--- config.mk ---
export PLATFORM = sky130hd
export DESIGN_NAME = game_controller
export DESIGN_NICKNAME = d
export VERILOG_FILES = /design/src/rtl/game_pkg.sv /design/src/rtl/lfsr16.sv /design/src/rtl/game_controller.sv
export SDC_FILE = /design/constraint.sdc
export NUM_CORES = 1
export LEC_CHECK = 0
export CAP_MARGIN = 20
export CORE_ASPECT_RATIO = 0.5
export CORE_MARGIN = 2
export CORE_UTILIZATION = 45
export DETAILED_ROUTE_END_ITERATION = 6
export HOLD_SLACK_MARGIN = 0.06
export PLACE_DENSITY = 0.75
export SLEW_MARGIN = 30
export SYNTH_ARGS = -nofsm -noshare
export SYNTH_HDL_FRONTEND = slang
export SYNTH_SLANG_ARGS = --single-unit
--- constraint.sdc ---
create_clock -name clk -period 1.7 [get_ports clk]
set_input_delay 0.51 -clock clk [delete_from_list [all_inputs] [get_ports clk]]
set_output_delay 0.51 -clock clk [all_outputs]
set_load 0.02 [all_outputs]
--- src/rtl/game_pkg.sv ---
// Shared types and constants for the minesweeper game controller.
// Holds FSM encodings, LFSR tap mask and the mine map width.
package game_pkg;

    localparam int MAP_W = 64;

    // Fibonacci taps 16,14,13,11 as bits 15,13,12,10.
    localparam logic [15:0] LFSR_TAPS = 16'hB400;

    localparam logic [6:0] CNT_MAX = 7'd64;

    typedef enum logic [2:0] {
        S_IDLE = 3'd0,
        S_GEN  = 3'd1,
        S_LOAD = 3'd2,
        S_PLAY = 3'd3,
        S_WON  = 3'd4,
        S_LOST = 3'd5
    } state_t;

endpackage

--- src/rtl/lfsr16.sv ---
// 16-bit Fibonacci LFSR, free-running after reset.
// The seed is loaded synchronously while reset is high.
module lfsr16
    import game_pkg::*;
(
    input  logic        clk,
    input  logic        reset,
    input  logic [15:0] seed,
    output logic [15:0] out
);

    // Shift left, feedback is the XOR of the tapped bits.
    always_ff @(posedge clk) begin
        if (reset) begin
            out <= seed;
        end else begin
            out <= {out[14:0], ^(out & LFSR_TAPS)};
        end
    end

endmodule

--- src/rtl/game_controller.sv ---
// Game controller: mine map generation, key edge detection and
// play-phase strobes toward the board datapath.
module game_controller
    import game_pkg::*;
#(
    parameter logic [15:0] LFSR_SEED    = 16'hACE1,
    parameter int          DENSITY_BITS = 3
) (
    input  logic             clk,
    input  logic             reset,
    input  logic             start,
    input  logic             step_key,
    input  logic             flag_key,
    input  logic             move_right,
    input  logic             move_left,
    input  logic             win,
    input  logic             lose,
    output logic             clr_maps,
    output logic             ld_mm,
    output logic             ld_fm,
    output logic             ld_sm,
    output logic [MAP_W-1:0] mm_out,
    output logic [1:0]       dir,
    output logic [2:0]       state,
    output logic [6:0]       steps,
    output logic [6:0]       flags
);

    localparam logic [15:0] DMASK = 16'((1 << DENSITY_BITS) - 1);

    state_t      st;
    state_t      st_n;
    logic [15:0] lfsr;
    logic        mine;
    logic        armed;
    logic        start_q, step_q, flag_q;
    logic        start_p, step_p, flag_p;
    logic        first_q;
    logic [5:0]  gen_cnt;

    lfsr16 u_lfsr (
        .clk   (clk),
        .reset (reset),
        .seed  (LFSR_SEED),
        .out   (lfsr)
    );

    // A mine needs all density bits set; other bits are forced high.
    assign mine  = &(lfsr | ~DMASK);
    assign state = st;

    // Registered key edges; armed blocks a pulse from a key held over reset.
    always_ff @(posedge clk) begin
        if (reset) begin
            armed   <= 1'b0;
            start_q <= 1'b0;
            step_q  <= 1'b0;
            flag_q  <= 1'b0;
            start_p <= 1'b0;
            step_p  <= 1'b0;
            flag_p  <= 1'b0;
        end else begin
            armed   <= 1'b1;
            start_q <= start;
            step_q  <= step_key;
            flag_q  <= flag_key;
            start_p <= armed & start & ~start_q;
            step_p  <= armed & step_key & ~step_q;
            flag_p  <= armed & flag_key & ~flag_q;
        end
    end

    // FSM state register.
    always_ff @(posedge clk) begin
        if (reset) begin
            st <= S_IDLE;
        end else begin
            st <= st_n;
        end
    end

    // Next state and strobes; strobes are killed while reset is high.
    always_comb begin
        st_n     = st;
        clr_maps = 1'b0;
        ld_mm    = 1'b0;
        ld_fm    = 1'b0;
        ld_sm    = 1'b0;
        unique case (st)
            S_IDLE, S_WON, S_LOST: begin
                if (start_p) begin
                    st_n     = S_GEN;
                    clr_maps = 1'b1;
                end
            end
            S_GEN: begin
                if (gen_cnt == 6'd63) st_n = S_LOAD;
            end
            S_LOAD: begin
                ld_mm = 1'b1;
                st_n  = S_PLAY;
            end
            S_PLAY: begin
                if (start_p) begin
                    st_n     = S_GEN;
                    clr_maps = 1'b1;
                end else begin
                    if (step_p)      ld_sm = 1'b1;
                    else if (flag_p) ld_fm = 1'b1;
                    if (!first_q) begin
                        if (lose)     st_n = S_LOST;
                        else if (win) st_n = S_WON;
                    end
                end
            end
            default: st_n = S_IDLE;
        endcase
        if (reset) begin
            clr_maps = 1'b0;
            ld_mm    = 1'b0;
            ld_fm    = 1'b0;
            ld_sm    = 1'b0;
        end
    end

    // Map shift, counters and registered direction.
    always_ff @(posedge clk) begin
        if (reset) begin
            mm_out  <= '0;
            steps   <= '0;
            flags   <= '0;
            dir     <= 2'b00;
            gen_cnt <= '0;
            first_q <= 1'b0;
        end else begin
            first_q <= (st == S_LOAD);
            if (st_n == S_PLAY)
                dir <= {move_left & ~move_right, move_right & ~move_left};
            else
                dir <= 2'b00;
            if (st == S_GEN) begin
                gen_cnt <= gen_cnt + 6'd1;
                mm_out  <= {mine, mm_out[MAP_W-1:2],
                            (gen_cnt == 6'd63) ? 1'b0 : mm_out[1]};
            end
            if (st == S_LOAD) begin
                steps <= '0;
                flags <= '0;
            end
            if (ld_sm && steps != CNT_MAX) steps <= steps + 7'd1;
            if (ld_fm && flags != CNT_MAX) flags <= flags + 7'd1;
        end
    end

endmodule

==> summary by stage <==
Routing
The routed layout has between 3000 and 4000 vias. The total length of routed wires is just under 10000 um. The average detailed-routed wire length per instance is 13.2 um.

The detail route stage leaves a number of antenna-violating nets equal to 0. In the routed design, unresolved DRC markers number 0. Dividing the detail-routed via count by the number of cells gives ~5.1. The DRC violation total after the first TritonRoute iteration is ~220. The count of TritonRoute iterations in the first routing pass is 4.

Worst setup path
In this run the critical register-to-register path is captured at steps[2]. The critical path class is reg2out. For flop-to-flop paths, the worst setup slack is roughly 0.030 ns. In this run the worst setup path begins at state[0]. The end point of the critical path is clr_maps. STA puts the critical path data arrival time at about 1.4 ns. The worst setup path is launched from a register.

The worst-path maximum fanout is 4. The required time of the critical path is 1.19 ns. The cell depth of the worst flop-to-flop path is 5. The launch instance of the worst register-to-register path is state[2].

The worst setup path is captured at an output port.

Placed design
After detailed placement, the total cell area comes to roughly 5400 um2. Timing analysis after detailed placement gives a worst setup slack of -0.359 ns. The total half-perimeter wirelength after legalization and detailed placement is around 5900 um. Input and output buffers added on the ports amount to 95. The number of placed instances, taps included is a little under 700. The congestion estimate from routability-driven global placement came to around 0.84.

Logic synthesis
The share of flip-flops with an asynchronous set or reset is 0%. The number of synthesized flops with an enable pin is 0. The average instance in the mapped netlist occupies roughly 8.6 um2.

The synthesized design contains between 100 and 150 register bits. The largest area contributor in the synthesized netlist is sky130_fd_sc_hd__dfxtp_1. The cell area after synthesis is about 4200 um2. After synthesis, the most frequently instantiated cells are 138 x sky130_fd_sc_hd__nand2_1, 113 x sky130_fd_sc_hd__dfxtp_1, 71 x sky130_fd_sc_hd__a21oi_1, 21 x sky130_fd_sc_hd__clkbuf_1, 13 x sky130_fd_sc_hd__nand3_1. The prevailing post-synth register cell is sky130_fd_sc_hd__dfxtp_1. Sorting the synthesized cells by area gives the leading types as sky130_fd_sc_hd__dfxtp_1 54%, sky130_fd_sc_hd__nand2_1 12%, sky130_fd_sc_hd__a21oi_1 8.5%.

In this run the biggest area consumer among cell types represents between 50% and 60% of the synthesized area. The unique cell type count in the Yosys netlist is 53. When the netlist entered floorplanning its net count stood at 501. The most frequently used cell type in the post-synthesis netlist is sky130_fd_sc_hd__nand2_1. The number of warning messages in the yosys log is 0.

The cell count after synthesis came out at between 400 and 500. The sequential share of the synthesized area is about 54%.

GRT
The number of antenna violations at the first check in global routing came to 0. Entering global routing, the biggest net connects 91 pins. Global routing used 18.8% of the available tracks. For this run the aggregate overflow at the end of global routing stands at 0. The number of global-route vias before repair is 3279. The wire length of the first global-routing pass is 15200 um.

Floorplan
Pin placement for this block handled 96 I/O pins. The floorplan step defined a die boundary enclosing just over 10000 um2. The die is between 100 and 150 um wide. The floorplan step defined a core boundary enclosing between 8000 and 9000 um2. Row generation in the floorplan step produced 24 rows.

In this run the vertical extent of the chip is 72.2 um. The starting utilization of the core area is between 40% and 50%.

Cells and area
The final-layout fill cell count is about 770. Relative to the synthesized area, the layout overhead comes to 41.5%. The layout cell share with drive strength beyond 1 is approximately 17%. The count of non-filler cells in the finished layout is about 730. The finished cells cover 5930 um2. The count of inserted antenna diode cells is 0. In the final design database the tool counted roughly 620 nets.

Clocking
For this design, the CTS-stage hold fixing added 0 buffers. The maximum clock path buffer count is 2. The number of buffers created by CTS is 17. The buffer type at the clock tree root is sky130_fd_sc_hd__clkbuf_16. In this run the number of H-tree levels came out at 4. Clock latency on the worst-skew pair, taken at its later pin, is ~0.4 ns. The clock net sink count is 113. TritonCTS built the clock tree. The clock slew seen by the registers of the worst setup and hold paths is roughly 0.050 ns.

Outcome
The checks that failed: negative setup slack. The run finished, with violations left.

Timing
The number of max-slew violations in the final report is 0. Setup repair after global routing could not meet its margin everywhere. The normalized max-slew margin is between 30% and 40%.

The routed design could run at a clock period as short as between 1.5 and 2 ns. The hold violation total from the final report was 0. The period utilization is 115%.

The worst clock skew on the final layout is between 0.008 and 0.009 ns. The final worst slack is -0.252 ns. The transition at the pin with the smallest max-transition slack is roughly 0.91 ns. Derived from the worst setup path, the maximum achievable clock frequency is slightly above 500 MHz.

The total negative slack for setup checks is -0.843 ns. Setup violations remaining at the end of the flow were counted as 4.

Run
The max capacitance violation total is 0.

Power and ir drop
The leakage power total is about 2.6 nW. The largest vdd supply drop is around 0.00087 V. The power density relative to cell area is just over 1000 nW/um2.

The overall power consumption is between 0.006 and 0.007 W.

Min path
In this run the worst hold path is classified as reg2reg.
==> final cells by class <==
class / instances / area [um2] / share of cell area (%)
sequential: 113 / 2270 / 38.4
clock buffer: 26 / 529 / 8.93
multi-input combinational: 331 / 1780 / 30.0
clock inverter: 5 / 25.0 / 0.422
tap: 117 / 146 / 2.47
timing repair buffer: 127 / 1120 / 18.9
inverter: 13 / 48.8 / 0.823
==> what timing repair did <==
item	4_1_cts	5_1_grt
gates resized for setup	124	25
pin swaps	3	6
setup buffers	2	5
endpoints found under the setup margin	88	66
cloned	0	1
==> per-layer routing <==
layer | wire length [um] | GRT usage (%)
met1 | 4420 | 22.7
met2 | 4550 | 31.2
met3 | 562 | 6.53
met4 | 105 | 7.86
met5 | 0 | 0
==> cells by family after synthesis <==
family,count (synthesis),synth area share [%]
compound gates,94,12.8
xor+xnor,8,1.67
fa+ha+maj,5,1.49
buf+inv,43,4.75
flops,113,54.0
mux,1,0.269
simple gates,223,25.0
==> critical path, cell delays in order, from the launching register on <==
cell	delay, ns
sky130_fd_sc_hd__dfxtp_4	0.36
sky130_fd_sc_hd__inv_2	0.04
sky130_fd_sc_hd__or3_4	0.36
sky130_fd_sc_hd__and4_4	0.16
sky130_fd_sc_hd__buf_6	0.12
==> power breakdown <==
group	switching [W]	internal, W
clock network	0.00110	0.00211
logic	0.000121	0.0000844
registers	0.0000170	0.00269
total	0.00124	0.00488
==> cells in the final DEF, fill, tap and decap left out, types with 3 or more instances in the layout <==
| cell | n |
|---|---|
| sky130_fd_sc_hd__a21oi_1 | 71 |
| sky130_fd_sc_hd__or2_2 | 9 |
| sky130_fd_sc_hd__nand2_1 | 138 |
| sky130_fd_sc_hd__clkbuf_8 | 7 |
| sky130_fd_sc_hd__and3b_1 | 3 |
| sky130_fd_sc_hd__buf_4 | 29 |
| sky130_fd_sc_hd__buf_6 | 6 |
| sky130_fd_sc_hd__clkbuf_16 | 18 |
| sky130_fd_sc_hd__dfxtp_1 | 107 |
| sky130_fd_sc_hd__and3_1 | 4 |
| sky130_fd_sc_hd__xor2_1 | 6 |
| sky130_fd_sc_hd__clkbuf_2 | 6 |
| sky130_fd_sc_hd__nor3_1 | 4 |
| sky130_fd_sc_hd__clkdlybuf4s50_1 | 7 |
| sky130_fd_sc_hd__nor2_1 | 10 |
| sky130_fd_sc_hd__nor2b_1 | 12 |
| sky130_fd_sc_hd__clkdlybuf4s15_1 | 3 |
| sky130_fd_sc_hd__dfxtp_2 | 4 |
| sky130_fd_sc_hd__inv_2 | 5 |
| sky130_fd_sc_hd__ha_1 | 5 |
| sky130_fd_sc_hd__inv_1 | 7 |
| sky130_fd_sc_hd__clkinv_2 | 5 |
| sky130_fd_sc_hd__nand4_1 | 5 |
| sky130_fd_sc_hd__nand3_1 | 12 |
| sky130_fd_sc_hd__o211ai_1 | 7 |
| sky130_fd_sc_hd__dlygate4sd2_1 | 72 |
==> registers in the layout, indices dropped and copies added (netlist names), 2 cells and up <==
register    count
dir             2
flags           7
gen_cnt         6
mm_out         64
state           3
steps           7
u_lfsr.out     16
==> worst min-delay path by stage <==
stage / startpoint / endpoint / slack [ns] / depth (start not counted)
after global routing: u_lfsr.out[14] / u_lfsr.out[15] / 0.42 / 1
after CTS: u_lfsr.out[5] / u_lfsr.out[6] / 0.41 / 1
after floorplan: u_lfsr.out[9] / u_lfsr.out[10] / 0.39 / 1
final: u_lfsr.out[5] / u_lfsr.out[6] / 0.41 / 1
after detailed placement: u_lfsr.out[6] / u_lfsr.out[7] / 0.40 / 1
after global placement: u_lfsr.out[14] / u_lfsr.out[15] / 0.39 / 1
==> per-stage QoR <==
step / hold WS, ns / util (%)
6_report: 0.406 / 66.9
5_1_grt: 0.420 / 66.9
4_1_cts: 0.411 / 66.0
3_5_place_dp: 0.398 / 60.4
3_3_place_gp: 0.393 / 60.4
2_1_floorplan: 0.389 / -
No activity file was read; power rests on OpenSTA's default activity.
